**src/rtl/unidade_mult_div_if.sv**
```systemverilog
// Request/response bundle for the sequential multiply/divide unit.
// master = ALU side issuing operations, slave = the unit itself.
interface unidade_mult_div_if #(
  parameter int unsigned WIDTH = 8
);
  logic             start;
  logic [2:0]       op;
  logic [WIDTH-1:0] A;
  logic [WIDTH-1:0] B;
  logic             busy;
  logic             done;
  logic [WIDTH-1:0] result;
  logic [WIDTH-1:0] remainder;
  logic             mult_overflow;
  logic             div_error;

  modport master (
    output start, op, A, B,
    input  busy, done, result, remainder, mult_overflow, div_error
  );

  modport slave (
    input  start, op, A, B,
    output busy, done, result, remainder, mult_overflow, div_error
  );
endinterface

```
**src/rtl/unidade_mult_div.sv**
```systemverilog
// Iterative unsigned multiply (shift-add) / divide (restoring), one bit per clock.
// A single 2*WIDTH accumulator is shared: {product} for multiply, {remainder, quotient} for divide.
module unidade_mult_div #(
  parameter int unsigned WIDTH = 8
) (
  input  logic                  clk,
  input  logic                  rst_n,
  unidade_mult_div_if.slave     bus
);

  localparam int unsigned CntW = $clog2(WIDTH + 1);

  localparam logic [1:0] StIdle = 2'd0;
  localparam logic [1:0] StRun  = 2'd1;
  localparam logic [1:0] StDone = 2'd2;

  localparam logic [2:0] OpMul = 3'b101;
  localparam logic [2:0] OpDiv = 3'b110;

  logic [1:0]         state_q, state_d;
  logic [CntW-1:0]    cnt_q, cnt_d;
  logic               is_div_q, is_div_d;
  logic [WIDTH-1:0]   opnd_q, opnd_d;
  logic [2*WIDTH-1:0] acc_q, acc_d;
  logic [WIDTH-1:0]   result_q, result_d;
  logic [WIDTH-1:0]   rem_q, rem_d;
  logic               ovf_q, ovf_d;
  logic               err_q, err_d;

  logic [WIDTH:0]     mul_sum;
  logic [2*WIDTH-1:0] mul_acc;
  logic [WIDTH:0]     div_shift;
  logic [WIDTH:0]     div_diff;
  logic               div_ge;
  logic [2*WIDTH-1:0] div_acc;
  logic [2*WIDTH-1:0] step_acc;

  // One iteration of each algorithm, computed from the current accumulator.
  always_comb begin
    mul_sum   = {1'b0, acc_q[2*WIDTH-1:WIDTH]} + (acc_q[0] ? {1'b0, opnd_q} : '0);
    mul_acc   = {mul_sum, acc_q[WIDTH-1:1]};
    div_shift = acc_q[2*WIDTH-1:WIDTH-1];
    div_diff  = div_shift - {1'b0, opnd_q};
    div_ge    = ~div_diff[WIDTH];
    div_acc   = {(div_ge ? div_diff[WIDTH-1:0] : div_shift[WIDTH-1:0]),
                 acc_q[WIDTH-2:0], div_ge};
    step_acc  = is_div_q ? div_acc : mul_acc;
  end

  always_comb begin
    state_d  = state_q;
    cnt_d    = cnt_q;
    is_div_d = is_div_q;
    opnd_d   = opnd_q;
    acc_d    = acc_q;
    result_d = result_q;
    rem_d    = rem_q;
    ovf_d    = ovf_q;
    err_d    = err_q;

    case (state_q)
      StIdle: begin
        if (bus.start) begin
          if (bus.op == OpMul || (bus.op == OpDiv && bus.B != '0)) begin
            is_div_d = (bus.op == OpDiv);
            opnd_d   = (bus.op == OpDiv) ? bus.B : bus.A;
            acc_d    = {{WIDTH{1'b0}}, ((bus.op == OpDiv) ? bus.A : bus.B)};
            cnt_d    = CntW'(WIDTH);
            state_d  = StRun;
          end else if (bus.op == OpDiv) begin
            // Divide by zero completes immediately without iterating.
            result_d = '1;
            rem_d    = bus.A;
            ovf_d    = 1'b0;
            err_d    = 1'b1;
            state_d  = StDone;
          end
        end
      end
      StRun: begin
        acc_d = step_acc;
        cnt_d = cnt_q - CntW'(1);
        if (cnt_q == CntW'(1)) begin
          result_d = step_acc[WIDTH-1:0];
          rem_d    = is_div_q ? step_acc[2*WIDTH-1:WIDTH] : '0;
          ovf_d    = is_div_q ? 1'b0 : (|step_acc[2*WIDTH-1:WIDTH]);
          err_d    = 1'b0;
          state_d  = StDone;
        end
      end
      StDone:  state_d = StIdle;
      default: state_d = StIdle;
    endcase
  end

  always_ff @(posedge clk or negedge rst_n) begin
    if (!rst_n) begin
      state_q  <= StIdle;
      cnt_q    <= '0;
      is_div_q <= 1'b0;
      opnd_q   <= '0;
      acc_q    <= '0;
      result_q <= '0;
      rem_q    <= '0;
      ovf_q    <= 1'b0;
      err_q    <= 1'b0;
    end else begin
      state_q  <= state_d;
      cnt_q    <= cnt_d;
      is_div_q <= is_div_d;
      opnd_q   <= opnd_d;
      acc_q    <= acc_d;
      result_q <= result_d;
      rem_q    <= rem_d;
      ovf_q    <= ovf_d;
      err_q    <= err_d;
    end
  end

  assign bus.busy          = (state_q == StRun);
  assign bus.done          = (state_q == StDone);
  assign bus.result        = result_q;
  assign bus.remainder     = rem_q;
  assign bus.mult_overflow = ovf_q;
  assign bus.div_error     = err_q;

endmodule

```
**src/flat_wrapper.sv**
```systemverilog
// flat-port wrapper written by rule: the top's interface ports become plain ports
module unidade_mult_div_flat 
#(
  parameter int unsigned WIDTH = 8
)
  (clk, rst_n, bus_start, bus_op, bus_A, bus_B, bus_busy, bus_done, bus_result, bus_remainder, bus_mult_overflow, bus_div_error);
  unidade_mult_div_if #(.WIDTH(WIDTH)) bus_i ();
  input  logic clk;
  input  logic rst_n;
  input wire logic [$bits(bus_i.start)-1:0] bus_start;
  input wire logic [$bits(bus_i.op)-1:0] bus_op;
  input wire logic [$bits(bus_i.A)-1:0] bus_A;
  input wire logic [$bits(bus_i.B)-1:0] bus_B;
  output wire logic [$bits(bus_i.busy)-1:0] bus_busy;
  output wire logic [$bits(bus_i.done)-1:0] bus_done;
  output wire logic [$bits(bus_i.result)-1:0] bus_result;
  output wire logic [$bits(bus_i.remainder)-1:0] bus_remainder;
  output wire logic [$bits(bus_i.mult_overflow)-1:0] bus_mult_overflow;
  output wire logic [$bits(bus_i.div_error)-1:0] bus_div_error;
  assign bus_i.start = bus_start;
  assign bus_i.op = bus_op;
  assign bus_i.A = bus_A;
  assign bus_i.B = bus_B;
  assign bus_busy = bus_i.busy;
  assign bus_done = bus_i.done;
  assign bus_result = bus_i.result;
  assign bus_remainder = bus_i.remainder;
  assign bus_mult_overflow = bus_i.mult_overflow;
  assign bus_div_error = bus_i.div_error;
  unidade_mult_div #(.WIDTH(WIDTH)) u_core (.clk(clk), .rst_n(rst_n), .bus(bus_i));
endmodule
```
**config.mk**
```make
export PLATFORM = sky130hd
export DESIGN_NAME = unidade_mult_div_flat
export DESIGN_NICKNAME = d
export VERILOG_FILES = /design/src/rtl/unidade_mult_div_if.sv /design/src/rtl/unidade_mult_div.sv /design/src/flat_wrapper.sv
export SDC_FILE = /design/constraint.sdc
export NUM_CORES = 1
export LEC_CHECK = 0
export CORE_MARGIN = 4
export CORE_UTILIZATION = 45
export DETAILED_ROUTE_END_ITERATION = 6
export PLACE_DENSITY = 0.67
export SYNTH_ARGS = -nofsm -noshare
export SYNTH_HDL_FRONTEND = slang
export SYNTH_SLANG_ARGS = --single-unit
export TNS_END_PERCENT = 1
```
**constraint.sdc**
```tcl
create_clock -name clk -period 7.1 [get_ports clk]
set_input_delay 1.775 -clock clk [delete_from_list [all_inputs] [get_ports clk]]
set_output_delay 1.775 -clock clk [all_outputs]
set_load 0.01 [all_outputs]
```
# Word-level counts from Yosys, hierarchy flattened
# Index checks and enable logic that the tools add are counted.
# W data, S select, Z words.
# totals
ff_bits,49
wordCells,72
# classes
eq_ne,11
bitwise_logic,1
addsub,3
reduce_logical,10
muxes,38
# ops
cell,count
$mux W8,13
$mux W16,3
$pmux W16 S2,1
$pmux W8 S2,2
$add A8 B9 Y9,1
$mux W1,9
$reduce_and A3 Y1,3
$sub A9 B8 Y9,1
$mux W2,4
$mux W4,2
$pmux W4 S2,1
$reduce_bool A8 Y1,1
$reduce_or A8 Y1,1
$eq A3 B3 Y1 const B,2
$ne A2 B1 Y1 const B,3
$reduce_and A5 Y1,1
$eq A4 B1 Y1 const B,1
$ne A2 B2 Y1 const B,2
$pmux W1 S2,2
$pmux W2 S2,1
$sub A4 B1 Y4 const B,1
$ne A3 B1 Y1 const B,1
$eq A2 B1 Y1 const B,1
$eq A2 B2 Y1 const B,1
other kinds (5),5

# Depth between registers and ports, before layout
# Gate-level depths: netlist of the first run.
# logic_depth
depth_word,7
ltp_mapped,11

# Least setup slack after synthesis of the first run
# Ideal clock, no wire load.
# synth_timing
path_kind,input-to-reg
start,in bus_B[5]
end,reg u_core.ovf_q (netlist: u_core.bus.mult_overflow)
arrival_ps,3515
slack_ps,3456
path_buffers,0
t_required_ps,6971
path_stages,8
setup_time_ps,129
cell_sequence,or4_1 > o21ai_1 > nand4_1 > a21o_1 > inv_2 > o21ai_1 > a2111o_1 > o41a_1
# synth_between
elab_chain_cells,5
# synth_lines
item,line,source
start: declaration,flat_wrapper.sv:13,input wire logic [$bits(bus_i.B)-1:0] bus_B;
$reduce_bool A8 Y1,unidade_mult_div.sv:64,if (bus.op == OpMul || (bus.op == OpDiv && bus.B != '0)) begin
$logic_and A1 B1 Y1,unidade_mult_div.sv:64,
$logic_or A1 B1 Y1,unidade_mult_div.sv:64,
$ne A2 B2 Y1 (no line),n/a,
$reduce_and A5 Y1 (no line),n/a,
end signal: assignment,unidade_mult_div.sv:115,ovf_q <= ovf_d;
end: declaration,unidade_mult_div.sv:27,"logic ovf_q, ovf_d;"
# No other way between the ends.
# A chain may end at the register's enable or synchronous reset.

# Final worst setup path of the first run
# Same ends and word-level chain as after synthesis.

==> impl_metrics.toml, run 1 <==
[status]
status = "completed"

[synthesis]
synthCells = 363
synth_seq_cells = 49
yosys_warnings = 0
seq_area_frac_synth_pct = 37.7
syn_nets = 405
ys_types = 56
synth_edf_count = 0
synth_area_per_cell_um2 = 8.95
async_flop_share_pct = 100
syn-cell-area_um2 = 3250
synth_ff_type = "dfrtp_1"

[hold_path]
hold-path-cell-count = 2
hp-start = "u_core.bus.result[3]"
hold_class = "reg -> reg"
hold_end = "u_core.bus.result[3]"

[placed_design]
post-place-ws_ns = 2.30
port_buffers = 41
finalWeightedCongestion = 0.833
dp_hpwl_mm = 6.41

[global_route]
grt_max_degree = 50
antenna_found_initial = 0
grt-ovfl-total = 0
grt_pass1_vias = 2817
track_usage_pct = 20.5
grt_pass1_wl_mm = 14.1

[die]
start_util_pct = 47.0
io_pins = 42
core_um2 = 6910
die_h_um = 93.0
fp.dieArea_um2 = 8640
rows = 30
die_x_um = 93.0

[power_and_ir_drop]
leakage_nw = 1.78
peakVddDrop_uv = 256
p_per_area_nw_per_um2 = 492

[drt]
viasPerCell = 5.76
wl_mm = 8.53
first_pass_iters = 4
drcViolationCount = 0
via_count = 2833
drtIter0Drc = 162
antenna_left = 0
post_drt_wl_per_cell_um = 17.3

[cts]
clock_sinks = 49
clkTransAtPathRegs_ns = 0.09
htree_levels = 2
clock_latency_ns = 0.30
ctsHoldBuffers = 0
cts-root-buf = "clkbuf_8"
cts-buffers-inserted = 5
postCtsSetupRepairBufs = 0
cts_tree = "built"
max-clock-path-buffers = 2
cts_resized = 0

[timing]
rsz0062_at_grt = "false"
worstMarginPinSlew_ns = 1.02
tns_ns = 0
timing.slew.headroom_pct = 31.9
finalSetupViolations = 0
fin_crit_ns = 4.49
fin_ws_ns = 2.61
fin_crit_sh_pct = 63.2
fmax_ghz = 0.223
drv_slew = 0
skew_ns = 0.00395
hold_viol = 0

[final_layout]
register_area_um2 = 1230
diodes = 0
multi_input_area_um2 = 1890
num-fill-cells = 659
layout_commonest_cell = "nand2_1"
area_growth_pct = 17.8
final_nets = 438
drive_above_1_share_pct = 4.04
final_cell_mix = "nand2_1 (50), dfrtp_1 (49), clkdlybuf4s50_1 (40)"

[setup_path]
r2r-start = "u_core.acc_q[7]"
slowest_stage = "or4_1"
path_cells = "clkdlybuf4s50_1 > or4_1 > o21ai_1 > nand4_1 > a21o_1 > inv_2 > o21ai_1 > a2111o_1 > o41a_1"
r2r_end = "u_core.bus.mult_overflow"
timing.critical_path.slowest_cell_delay_ns = 0.59
r2r_cells = 11
start_kind = "primary input"
crit_top_cell = "o21ai_1"
crit_type = "in -> reg"
worstPathRequired_ns = 7.29
endpoint_kind = "flip-flop"
path_max_fanout = 29
regToRegSetupSlack_ns = 3.81
arrival_ns = 4.68

[run]
drv_cap = 0
-- synthesized netlist by cell type, types with 2 or more instances --
master     number  area (µm²)
mux2i_1        16         160
o21a_1          3        22.5
nand3_1         3        15.0
o21bai_1        2        15.0
nand2_1        50         188
nor2_1         10        37.5
o31a_1          2        17.5
dfrtp_1        49        1230
a211oi_1        8        60.1
clkbuf_1       14        52.6
nor2b_1         7        43.8
or3_1           6        37.5
o21ai_1        20         100
a21oi_1        15        75.1
nor3_1          5        25.0
a311oi_1        6        52.6
a21o_1         12        90.1
inv_1          18        67.6
and3_1          9        56.3
xnor2_1         5        43.8
a22o_1          4        35.0
a31oi_1         2        12.5
buf_1           2        7.51
o21ai_0        22         110
and2_1         13        81.3
o2111ai_1       2        17.5
xor2_1          5        43.8
ha_1           18         225
nand2b_1        3        18.8
fa_1            2        40.0
a221o_1         2        20.0
or4_1           3        22.5
nor4_1          2        12.5
-- per-stage QoR --
step | std cells | util, % | total power, W | hold WS, ns | area, µm²
detailed placement | 485 | 53.9 | 0.00169 | 0.472 | 3720
CTS | 492 | 55.4 | 0.00189 | 0.492 | 3830
finish | 492 | 55.4 | 0.00188 | 0.485 | 3830
floorplan | 363 | - | 0.00133 | 0.456 | 3250
global route | 492 | 55.4 | 0.00205 | 0.516 | 3830
global placement | 485 | 53.9 | 0.00167 | 0.468 | 3720
-- area by class of cell --
| class | instances | share of cell area (%) |
|---|---|---|
| Clock buffer | 5 | 1.80 |
| Sequential cell | 49 | 32.0 |
| Inverter | 20 | 1.96 |
| Multi-Input combinational cell | 278 | 49.3 |
| Tap cell | 96 | 3.14 |
| Clock inverter | 2 | 0.916 |
| Timing Repair Buffer | 42 | 10.8 |
-- power by group --
part	total, W	internal, W	switching (W)
logic	0.00115	0.000522	0.000630
registers	0.000535	0.000409	0.000127
clock network	0.000196	0.000103	0.0000936
-- flip-flops by register name, indices dropped and copies added (netlist names) --
signal and cells:
u_core.state_q 2, u_core.is_div_q 1, u_core.bus.remainder 8, u_core.bus.div_error 1
u_core.bus.result 8, u_core.cnt_q 4, u_core.bus.mult_overflow 1, u_core.acc_q 16
u_core.opnd_q 8
-- worst max-delay path: cells and delay by family --
family / cells / cell delay [ns]
compound gates: 5 / 1.45
buf+inv: 2 / 0.73
simple gates: 2 / 0.71
-- worst max-delay path by stage --
stage | startpoint | to | slack (ns) | cells past startpoint
floorplan | bus_B[5] | u_core.bus.mult_overflow | 3.46 | 8
global placement | bus_B[5] | u_core.bus.mult_overflow | 2.42 | 9
detailed placement | bus_B[5] | u_core.bus.mult_overflow | 2.30 | 9
CTS | bus_B[5] | u_core.bus.mult_overflow | 2.61 | 9
global route | bus_B[5] | u_core.bus.mult_overflow | 2.46 | 9
finish | bus_B[5] | u_core.bus.mult_overflow | 2.61 | 9
-- per-layer routing --
layer | part of all wire [%] | routed length (µm) | GRT usage, % | vias to the layer above
li1 | - | - | - | 1381
met1 | 48 | 4090 | 29.7 | 1365
met2 | 45 | 3870 | 31.1 | 69
met3 | 4.0 | 338 | 2.82 | 18
met4 | 2.7 | 231 | 7.69 | 0
met5 | 0 | 0 | 0 | -
-- cells by family (layout without fill, tap and decap cells) --
logic type	count (synthesis)	in the layout	synth area share, %
compound gates	116	116	24.1
xor+xnor	10	10	2.70
fa+ha+maj	20	20	8.16
simple gates	116	116	18.2
mux	16	16	4.93
buf+inv	36	69	4.16
flops	49	49	37.7
Note: power is estimated with default switching activity, not from simulation.
==> inputs of run 2 (changes only) <==
--- a/config.mk
+++ b/config.mk
@@ -8,7 +8,7 @@
 export CORE_MARGIN = 4
 export CORE_UTILIZATION = 45
 export DETAILED_ROUTE_END_ITERATION = 6
-export PLACE_DENSITY = 0.67
+export PLACE_DENSITY = 0.7
 export SYNTH_ARGS = -nofsm -noshare
 export SYNTH_HDL_FRONTEND = slang
 export SYNTH_SLANG_ARGS = --single-unit
==> constraint.sdc (replaced) <==
create_clock -name clk -period 3.7 [get_ports clk]
set_input_delay 0.925 -clock clk [delete_from_list [all_inputs] [get_ports clk]]
set_output_delay 0.925 -clock clk [all_outputs]
set_load 0.01 [all_outputs]
==> impl_metrics.toml, run 2 (synthesis results as in run 1) <==
[status]
status = "completed"

[placed_design]
port_buffers = 41
dp_hpwl_mm = 6.43
place_area_um2 = 3770
finalWeightedCongestion = 0.889

[final_layout]
stdcell_area_um2 = 3890
multi_input_area_um2 = 1890
largest_register_ff_count = 16
max_flop_register = "u_core.acc_q"
diodes = 0
area_growth_pct = 19.8
drive_above_1_share_pct = 5.69
layout_commonest_cell = "nand2_1"
num-fill-cells = 640
final_nets = 445
final_cell_mix = "nand2_1 (50), dfrtp_1 (49), clkdlybuf4s50_1 (40)"
register_area_um2 = 1230

[setup_path]
r2r-start = "u_core.acc_q[7]"
start_kind = "flip-flop"
arrival_ns = 3.48
endpoint_kind = "flip-flop"
r2r_end = "u_core.bus.mult_overflow"
r2r_cells = 11
worstPathRequired_ns = 3.89
cp-startpoint = "u_core.acc_q[7]"
path_max_fanout = 5
crit_type = "reg -> reg"
regToRegSetupSlack_ns = 0.41

[power_and_ir_drop]
peakVddDrop_uv = 480
p_per_area_nw_per_um2 = 944
leakage_nw = 1.81
power.total_w = 0.00367

[hold_path]
hold_class = "reg -> reg"
hp-start = "u_core.bus.remainder[4]"
hold_end = "u_core.bus.remainder[4]"
hold-path-cell-count = 2

[global_route]
grt-ovfl-total = 0
track_usage_pct = 19.9
antenna_found_initial = 0
grt_pass1_wl_mm = 13.7
grt_max_degree = 40
grt_pass1_vias = 2802

[cts]
clock_latency_ns = 0.30
clock_sinks = 49
htree_levels = 2
max-clock-path-buffers = 2
postCtsSetupRepairBufs = 0
cts-buffers-inserted = 5
cts-root-buf = "clkbuf_8"
clkTransAtPathRegs_ns = 0.09
cts_tree = "built"
cts_resized = 0
ctsHoldBuffers = 0

[die]
core_um2 = 6910
io_pins = 42
fp.dieArea_um2 = 8640
start_util_pct = 47.0
die_x_um = 93.0
die_h_um = 93.0
rows = 30

[timing]
tns_ns = 0
drv_slew = 0
timing.slew.headroom_pct = 42.0
finalSetupViolations = 0
worstMarginPinSlew_ns = 0.870
skew_ns = 0.00465
rsz0062_at_grt = "false"
fin_crit_ns = 3.29
fmax_ghz = 0.304
hold_viol = 0
fin_crit_sh_pct = 89.0

[drt]
drcViolationCount = 0
post_drt_wl_per_cell_um = 16.9
wl_mm = 8.45
first_pass_iters = 5
viasPerCell = 5.72
drtIter0Drc = 167
via_count = 2862
antenna_left = 0

[run]
drv_cap = 0
run 2: cell count changes in the layout (fill, tap and decap cells not counted), sizes merged:
cell	change
buf	+7
clkbuf	+2
clkinv	-1
run 2: how the worst max path moves through the flow:
stage          slack (ns)                        to  cells past startpoint
2_1_floorplan        0.91  u_core.bus.mult_overflow                     11
3_3_place_gp         0.28  u_core.bus.mult_overflow                      9
3_5_place_dp         0.24  u_core.bus.mult_overflow                      9
4_1_cts              0.43  u_core.bus.mult_overflow                     11
5_1_grt              0.28  u_core.bus.mult_overflow                     11
6_report             0.41  u_core.bus.mult_overflow                     11
run 2: cell type report:
cell class              count  share of cell area (%)
clock buffers               7                    2.22
repair buffers             49                    12.0
multi-input cells         278                    48.5
clock inverters             1                   0.772
well taps                  96                    3.09
inverters                  20                    1.93
flip-flops and latches     49                    31.5
run 2: stage by stage:
step	worst slack (ns)	util (%)	hold slack [ns]	cells
CTS	0.431	56.3	0.495	500
detailed placement	0.245	54.7	0.476	492
finish	0.407	56.3	0.489	500
global route	0.284	56.3	0.522	500
global placement	0.278	54.7	0.464	492
floorplan	0.906	-	0.456	363
run 2: critical path: stages, from the launching register on:
cell and delay, ns:
dfrtp_1 0.36, inv_1 0.13, ha_1 0.20, inv_1 0.07, fa_1 0.46, a21oi_1 0.32
o2111a_2 0.30, nor3_2 0.10, or3_1 0.40, a31oi_1 0.33, o2111ai_1 0.18, o41a_1 0.33
run 2: power by group:
| part | switching (W) | internal (W) | total [W] |
|---|---|---|---|
| combinational | 0.00124 | 0.00103 | 0.00227 |
| clock | 0.000175 | 0.000221 | 0.000395 |
| sequential | 0.000223 | 0.000785 | 0.00101 |
run 2: per-layer routing:
layer	vias up	GRT usage (%)	share of wire [%]
met5	-	0	0
met4	0	7.08	2.1
met3	15	3.38	5.4
met2	102	30.7	46
met1	1349	28.3	47
li1	1396	-	-
==> inputs of run 3 (changes only) <==
--- a/config.mk
+++ b/config.mk
@@ -8,6 +8,7 @@
 export CORE_MARGIN = 4
 export CORE_UTILIZATION = 45
 export DETAILED_ROUTE_END_ITERATION = 6
+export GPL_ROUTABILITY_DRIVEN = 0
 export PLACE_DENSITY = 0.7
 export SYNTH_ARGS = -nofsm -noshare
 export SYNTH_HDL_FRONTEND = slang
==> results of run 3 <==
No change in the layout: final DEF, timing and power equal those of run 2.
